**config.mk**
```make
export PLATFORM = sky130hd
export DESIGN_NAME = edac_err_monitor_flat
export DESIGN_NICKNAME = d
export VERILOG_FILES = /design/src/rtl/edac_err_monitor_if.sv /design/src/rtl/edac_err_monitor.sv /design/src/flat_wrapper.sv
export SDC_FILE = /design/constraint.sdc
export NUM_CORES = 1
export LEC_CHECK = 0
export BUFFER_PORTS_ARGS = -buffer_cell sky130_fd_sc_hd__buf_2
export CELL_PAD_IN_SITES_DETAIL_PLACEMENT = 1
export CELL_PAD_IN_SITES_GLOBAL_PLACEMENT = 1
export CORE_MARGIN = 5
export CORE_UTILIZATION = 41
export CTS_CLUSTER_DIAMETER = 80
export DETAILED_ROUTE_END_ITERATION = 12
export PLACE_DENSITY = 0.86
export SKIP_LAST_GASP = 1
export SLEW_MARGIN = 15
export SYNTH_ARGS = -nofsm -noshare
export SYNTH_HDL_FRONTEND = slang
export SYNTH_SLANG_ARGS = --single-unit
```
**constraint.sdc**
```tcl
create_clock -name rClk -period 4.3 [get_ports rClk]
set_input_delay 0.215 -clock rClk [delete_from_list [all_inputs] [get_ports rClk]]
set_output_delay 0.215 -clock rClk [all_outputs]
set_load 0.01 [all_outputs]
```
**src/rtl/edac_err_monitor_if.sv**
```systemverilog
// rtl/edac_err_monitor_if.sv - voted decoder flag bundle from the EDAC TMR wrapper
interface edac_err_monitor_if #(
   parameter int RAM_LOGDEPTH = 8
);
   logic                    dec_valid;
   logic                    correctable;
   logic                    error;
   logic [RAM_LOGDEPTH-1:0] ram_rA_lat;

   modport master (output dec_valid, correctable, error, ram_rA_lat);
   modport slave  (input  dec_valid, correctable, error, ram_rA_lat);
endinterface

```
**src/rtl/edac_err_monitor.sv**
```systemverilog
// rtl/edac_err_monitor.sv - EDAC error logger: saturating counters, address capture, health FSM, irq
// All state updates on the edge that samples the qualifying input cycle.
module edac_err_monitor #(
   parameter int RAM_LOGDEPTH = 8,
   parameter int CNT_WIDTH    = 16
) (
   input  logic                    rClk,
   input  logic                    nGrst,
   edac_err_monitor_if.slave       dec,
   input  logic                    scrub_done,
   input  logic                    scrub_corr,
   input  logic [CNT_WIDTH-1:0]    sec_thresh,
   input  logic                    clr_cnt,
   input  logic                    clr_fault,
   input  logic                    irq_ack,
   output logic [CNT_WIDTH-1:0]    sec_cnt,
   output logic [CNT_WIDTH-1:0]    ded_cnt,
   output logic [CNT_WIDTH-1:0]    scrub_cnt,
   output logic [CNT_WIDTH-1:0]    scrubfix_cnt,
   output logic [RAM_LOGDEPTH-1:0] sec_addr,
   output logic [RAM_LOGDEPTH-1:0] ded_addr,
   output logic [1:0]              health,
   output logic                    irq
);

   typedef enum logic [1:0] {
      H_NORMAL  = 2'b00,
      H_WARN    = 2'b01,
      H_FAULT   = 2'b10,
      H_ILLEGAL = 2'b11
   } health_t;

   health_t state_q, state_d;

   logic                 sec_ev, ded_ev, scrub_rise;
   logic                 scrub_q;
   logic                 ded_captured;
   logic                 irq_set;
   logic [CNT_WIDTH-1:0] sec_cnt_d, ded_cnt_d, scrub_cnt_d, scrubfix_cnt_d;

   // A clear coinciding with an event leaves the counter at 1, not 0.
   function automatic logic [CNT_WIDTH-1:0] cnt_next(
      input logic [CNT_WIDTH-1:0] cnt,
      input logic                 ev,
      input logic                 clr
   );
      if (clr)
         return ev ? CNT_WIDTH'(1) : '0;
      else if (ev && !(&cnt))
         return cnt + CNT_WIDTH'(1);
      else
         return cnt;
   endfunction

   assign ded_ev     = dec.dec_valid & dec.error;
   assign sec_ev     = dec.dec_valid & dec.correctable & ~dec.error;
   assign scrub_rise = scrub_done & ~scrub_q;

   always_comb begin
      sec_cnt_d      = cnt_next(sec_cnt, sec_ev, clr_cnt);
      ded_cnt_d      = cnt_next(ded_cnt, ded_ev, clr_cnt);
      scrub_cnt_d    = cnt_next(scrub_cnt, scrub_rise, clr_cnt);
      scrubfix_cnt_d = cnt_next(scrubfix_cnt, scrub_corr, clr_cnt);
   end

   // Health decisions look at the counter values this edge will store.
   always_comb begin
      state_d = state_q;
      irq_set = ded_ev;
      case (state_q)
         H_NORMAL: begin
            if (ded_ev)
               state_d = H_FAULT;
            else if ((sec_thresh != '0) && (sec_cnt_d >= sec_thresh)) begin
               state_d = H_WARN;
               irq_set = 1'b1;
            end
         end
         H_WARN: begin
            if (ded_ev)
               state_d = H_FAULT;
            else if (clr_cnt || clr_fault)
               state_d = H_NORMAL;
         end
         H_FAULT: begin
            if (clr_fault)
               state_d = ded_ev ? H_FAULT : H_NORMAL;
         end
         default: state_d = H_FAULT;
      endcase
   end

   always_ff @(posedge rClk or negedge nGrst) begin
      if (!nGrst) begin
         state_q      <= H_NORMAL;
         scrub_q      <= 1'b0;
         sec_cnt      <= '0;
         ded_cnt      <= '0;
         scrub_cnt    <= '0;
         scrubfix_cnt <= '0;
         sec_addr     <= '0;
         ded_addr     <= '0;
         ded_captured <= 1'b0;
         irq          <= 1'b0;
      end else begin
         state_q      <= state_d;
         scrub_q      <= scrub_done;
         sec_cnt      <= sec_cnt_d;
         ded_cnt      <= ded_cnt_d;
         scrub_cnt    <= scrub_cnt_d;
         scrubfix_cnt <= scrubfix_cnt_d;
         if (sec_ev)
            sec_addr <= dec.ram_rA_lat;
         // clr_fault re-arms capture in the same cycle, so a coincident DED is logged.
         if (ded_ev && (!ded_captured || clr_fault)) begin
            ded_addr     <= dec.ram_rA_lat;
            ded_captured <= 1'b1;
         end else if (clr_fault) begin
            ded_captured <= 1'b0;
         end
         if (irq_set)
            irq <= 1'b1;
         else if (irq_ack)
            irq <= 1'b0;
      end
   end

   assign health = state_q;

endmodule

```
**src/flat_wrapper.sv**
```systemverilog
// flat-port wrapper written by rule: the top's interface ports become plain ports
module edac_err_monitor_flat 
#(
   parameter int RAM_LOGDEPTH = 8,
   parameter int CNT_WIDTH    = 16
)
  (rClk, nGrst, scrub_done, scrub_corr, sec_thresh, clr_cnt, clr_fault, irq_ack, sec_cnt, ded_cnt, scrub_cnt, scrubfix_cnt, sec_addr, ded_addr, health, irq, dec_dec_valid, dec_correctable, dec_error, dec_ram_rA_lat);
  edac_err_monitor_if #(.RAM_LOGDEPTH(RAM_LOGDEPTH)) dec_i ();
  input  logic rClk;
  input  logic nGrst;
  input  logic scrub_done;
  input  logic scrub_corr;
  input  logic [CNT_WIDTH-1:0] sec_thresh;
  input  logic clr_cnt;
  input  logic clr_fault;
  input  logic irq_ack;
  output logic [CNT_WIDTH-1:0] sec_cnt;
  output logic [CNT_WIDTH-1:0] ded_cnt;
  output logic [CNT_WIDTH-1:0] scrub_cnt;
  output logic [CNT_WIDTH-1:0] scrubfix_cnt;
  output logic [RAM_LOGDEPTH-1:0] sec_addr;
  output logic [RAM_LOGDEPTH-1:0] ded_addr;
  output logic [1:0] health;
  output logic irq;
  input wire logic [$bits(dec_i.dec_valid)-1:0] dec_dec_valid;
  input wire logic [$bits(dec_i.correctable)-1:0] dec_correctable;
  input wire logic [$bits(dec_i.error)-1:0] dec_error;
  input wire logic [$bits(dec_i.ram_rA_lat)-1:0] dec_ram_rA_lat;
  assign dec_i.dec_valid = dec_dec_valid;
  assign dec_i.correctable = dec_correctable;
  assign dec_i.error = dec_error;
  assign dec_i.ram_rA_lat = dec_ram_rA_lat;
  edac_err_monitor #(.RAM_LOGDEPTH(RAM_LOGDEPTH), .CNT_WIDTH(CNT_WIDTH)) u_core (.rClk(rClk), .nGrst(nGrst), .dec(dec_i), .scrub_done(scrub_done), .scrub_corr(scrub_corr), .sec_thresh(sec_thresh), .clr_cnt(clr_cnt), .clr_fault(clr_fault), .irq_ack(irq_ack), .sec_cnt(sec_cnt), .ded_cnt(ded_cnt), .scrub_cnt(scrub_cnt), .scrubfix_cnt(scrubfix_cnt), .sec_addr(sec_addr), .ded_addr(ded_addr), .health(health), .irq(irq));
endmodule
```
==> impl_metrics.env <==
export IMPL_num_rows=40
export IMPL_cp_num_buf_inv=0
export IMPL_vias=4407
export IMPL_cp_cell_sequence="nand4_2 > nor4_4 > a21oi_2 > nand3_1 > mux2_2 > ha_1 > nand4_1 > nor3_1 > nor4b_1 > o311ai_0 > a22oi_1"
export IMPL_cts_setup_buffers=0
export IMPL_placedCellCount=755
export IMPL_drt_iter0_drc=234
export IMPL_antenna_cells=0
export IMPL_critPathMaxFanout=12
export IMPL_vias_per_cell=5.72
export IMPL_p_leak_nw=2.91
export IMPL_synth_area_leaders="dfrtp_1 (43%), ha_1 (6.1%), nor2_1 (4.3%)"
export IMPL_grt_usage_pct=20.2
export IMPL_reg2reg_to="u_core.health[0]"
export IMPL_grt_pass1_vias=4725
export IMPL_yosysUniqueCellTypes=65
export IMPL_setup_violations_final=0
export IMPL_overflow=0
export IMPL_drv_slew=0
export IMPL_synth_top_cell_area_share_pct=43.0
export IMPL_fillers=1418
export IMPL_irDropWorstVdd_v=0.000138
export IMPL_yosysWarnings=0
export IMPL_rsz0062_at_grt="no"
export IMPL_regArea_mm2=0.00213
export IMPL_slowest_delay_ps=620
export IMPL_synth_seq_cells=85
export IMPL_critPathTopFamily="simple AND/OR/NAND/NOR gates"
export IMPL_clock_root_buffer="clkbuf_16"
export IMPL_syn_num_nets=568
export IMPL_holdBufCountCts=0
export IMPL_fin_tns_setup_ps=0
export IMPL_r2r_start="u_core.sec_cnt[5]"
export IMPL_synth_flop_cell="dfrtp_1"
export IMPL_cts_sinks=85
export IMPL_cts_buffer_depth=2
export IMPL_rrSetupSlack_ps=560
export IMPL_start_util_pct=41.5
export IMPL_max_freq_mhz=267
export IMPL_required_ps=4560
export IMPL_drt_wl_total_mm=14.2
export IMPL_fin_skew_ps=7.81
export IMPL_htreeDepth=3
export IMPL_synthCells=510
export IMPL_outcome="finished with violations"
export IMPL_io_pins=117
export IMPL_synth_edff_count=0
export IMPL_tightest_slew_ps=812
export IMPL_die_area_mm2=0.0144
export IMPL_remaining_drc_errors=0
export IMPL_hold_ws_ps=-112
export IMPL_globalplace_congestion=0.943
export IMPL_crit_type="reg -> reg"
export IMPL_syn_area_mm2=0.00495
export IMPL_startpoint_type="register"
export IMPL_grt_start_max_net_pins=86
export IMPL_antenna_found_initial=0
export IMPL_wl_met2_mm=7.22
export IMPL_end_kind="register"
export IMPL_power_density_mw_per_mm2=325
export IMPL_hold_viol=85
export IMPL_cts_tree="yes"
export IMPL_critPathArrivalTime_ps=4000
export IMPL_synth_avg_cell_area_um2=9.70
export IMPL_route_met3_wl_um=579
export IMPL_numCtsBuffers=9
export IMPL_nets=677
export IMPL_ant_nets=0
export IMPL_min_path_type="in -> async"
export IMPL_drv_cap=0
export IMPL_clk_latency_ps=340
export IMPL_grt_pass1_wl_mm=23.6
export IMPL_fin_crit_ps=3740
export IMPL_synth_top_area_cell="dfrtp_1"
export IMPL_m1WireLength_mm=6.05
export IMPL_hpwl_mm=10.6
export IMPL_drt_pass1_iter_count=4
export IMPL_core_area_mm2=0.0119
export IMPL_fin_crit_sh_pct=86.9
export IMPL_dieHeight_um=120
export IMPL_crit_slowest_cell="nor4_4"
export IMPL_yosysSeqAreaShare_pct=43.0
export IMPL_multiInputGateArea_mm2=0.00262
export IMPL_portBuffers=116
export IMPL_fin_cells=771
export IMPL_rr_worst_depth=11
export IMPL_slew_headroom_pct=45.9
export IMPL_async_flop_share_pct=100
export IMPL_cts_resized=0
export IMPL_drive_gt1_share_pct=26.3
export IMPL_area_growth_pct=19.4
export IMPL_highest_layer="met4"
export IMPL_clk_pin_slew_ps=70
export IMPL_violations="hold timing"
export IMPL_fp_dieW_um=120
export IMPL_wl_per_cell_um=18.4
==> cells in the mapped netlist, drive strengths merged, types with 3 or more instances <==
cell type	instances
a211oi	7
clkbuf	11
inv	22
nor2	57
nand2	53
a31oi	4
xnor2	18
or4	3
and4	12
and2	5
nor3	13
nor4	9
mux2i	6
or3	6
o211ai	12
o2111ai	7
nand4	15
buf	8
mux2	10
nand3	19
a21oi	21
o311ai	4
and3	12
o21ai	13
ha	24
dfrtp	85
nand2b	3
o21a	4
xor2	20
==> sequential cells by signal, indices dropped and copies added (netlist names) <==
name / flops
u_core.ded_addr: 8
u_core.ded_captured: 1
u_core.ded_cnt: 16
u_core.health: 2
u_core.irq: 1
u_core.scrub_cnt: 16
u_core.scrub_q: 1
u_core.scrubfix_cnt: 16
u_core.sec_addr: 8
u_core.sec_cnt: 16
==> layer usage <==
layer | GRT usage, % | up-vias
met5 | 0 | -
met4 | 8.59 | 0
met3 | 3.39 | 30
met2 | 35.5 | 104
met1 | 24.4 | 2206
li1 | - | 2067
==> cell type report <==
cell class              count  share of cell area (%)
clock inverters             7                    1.27
multi-input cells         384                    44.3
repair buffers            117                    10.1
clock buffers               9                    3.81
flip-flops and latches     85                    36.0
inverters                  22                    1.40
well taps                 147                    3.11
==> report_power, final <==
part | leakage (nW) | switching (W) | internal, W
Sequential | 1.14 | 0.0000342 | 0.000840
Combinational | 1.63 | 0.000149 | 0.0000993
Clock | 0.138 | 0.000344 | 0.000452
Total | 2.91 | 0.000527 | 0.00139
==> layout by cell type, fill, tap and decap left out, types with 7 or more instances in the layout <==
| master | count |
|---|---|
| xnor2_1 | 18 |
| a21oi_1 | 19 |
| ha_1 | 24 |
| o21ai_0 | 12 |
| nand2_1 | 53 |
| o2111ai_1 | 7 |
| and3_1 | 9 |
| clkbuf_16 | 9 |
| nand4_1 | 11 |
| nor2_1 | 57 |
| nor4_1 | 7 |
| inv_1 | 22 |
| buf_2 | 115 |
| xor2_1 | 20 |
| nor3_1 | 13 |
| and4_1 | 9 |
| dfrtp_1 | 85 |
| mux2_2 | 9 |
| o211ai_1 | 12 |
| nand3_1 | 17 |
==> metrics by stage <==
stage	total power, W	setup WS (ps)	utilization [%]	instance area, µm²	hold WS [ps]
after global routing	0.00200	207	49.6	5910	11.4
after global placement	0.00112	770	47.0	5600	367
final	0.00192	561	49.6	5910	-112
after detailed placement	0.00114	600	47.0	5600	377
after CTS	0.00194	587	49.6	5900	30.1
after floorplan	0.00102	1270	-	4950	-80.6
==> cells by family after synthesis <==
family	count (synthesis)	share of synthesized area [%]
buf+inv	41	4.07
fa+ha+maj	24	6.07
flops	85	43.0
simple gates	217	23.7
xor+xnor	38	6.73
compound gates	89	12.8
mux	16	3.57
==> worst max-delay path by stage <==
stage                                  from          endpoint  depth (start not counted)  slack (ps)
after floorplan           u_core.sec_cnt[0]  u_core.health[0]                         12        1270
after global placement            dec_error  u_core.health[0]                         12         770
after detailed placement          dec_error  u_core.health[0]                         12         600
after CTS                 u_core.sec_cnt[5]  u_core.health[0]                         11         590
after global routing      u_core.sec_cnt[5]  u_core.health[0]                         11         210
final                     u_core.sec_cnt[5]  u_core.health[0]                         11         560
Note: power is estimated with default switching activity, not from simulation.
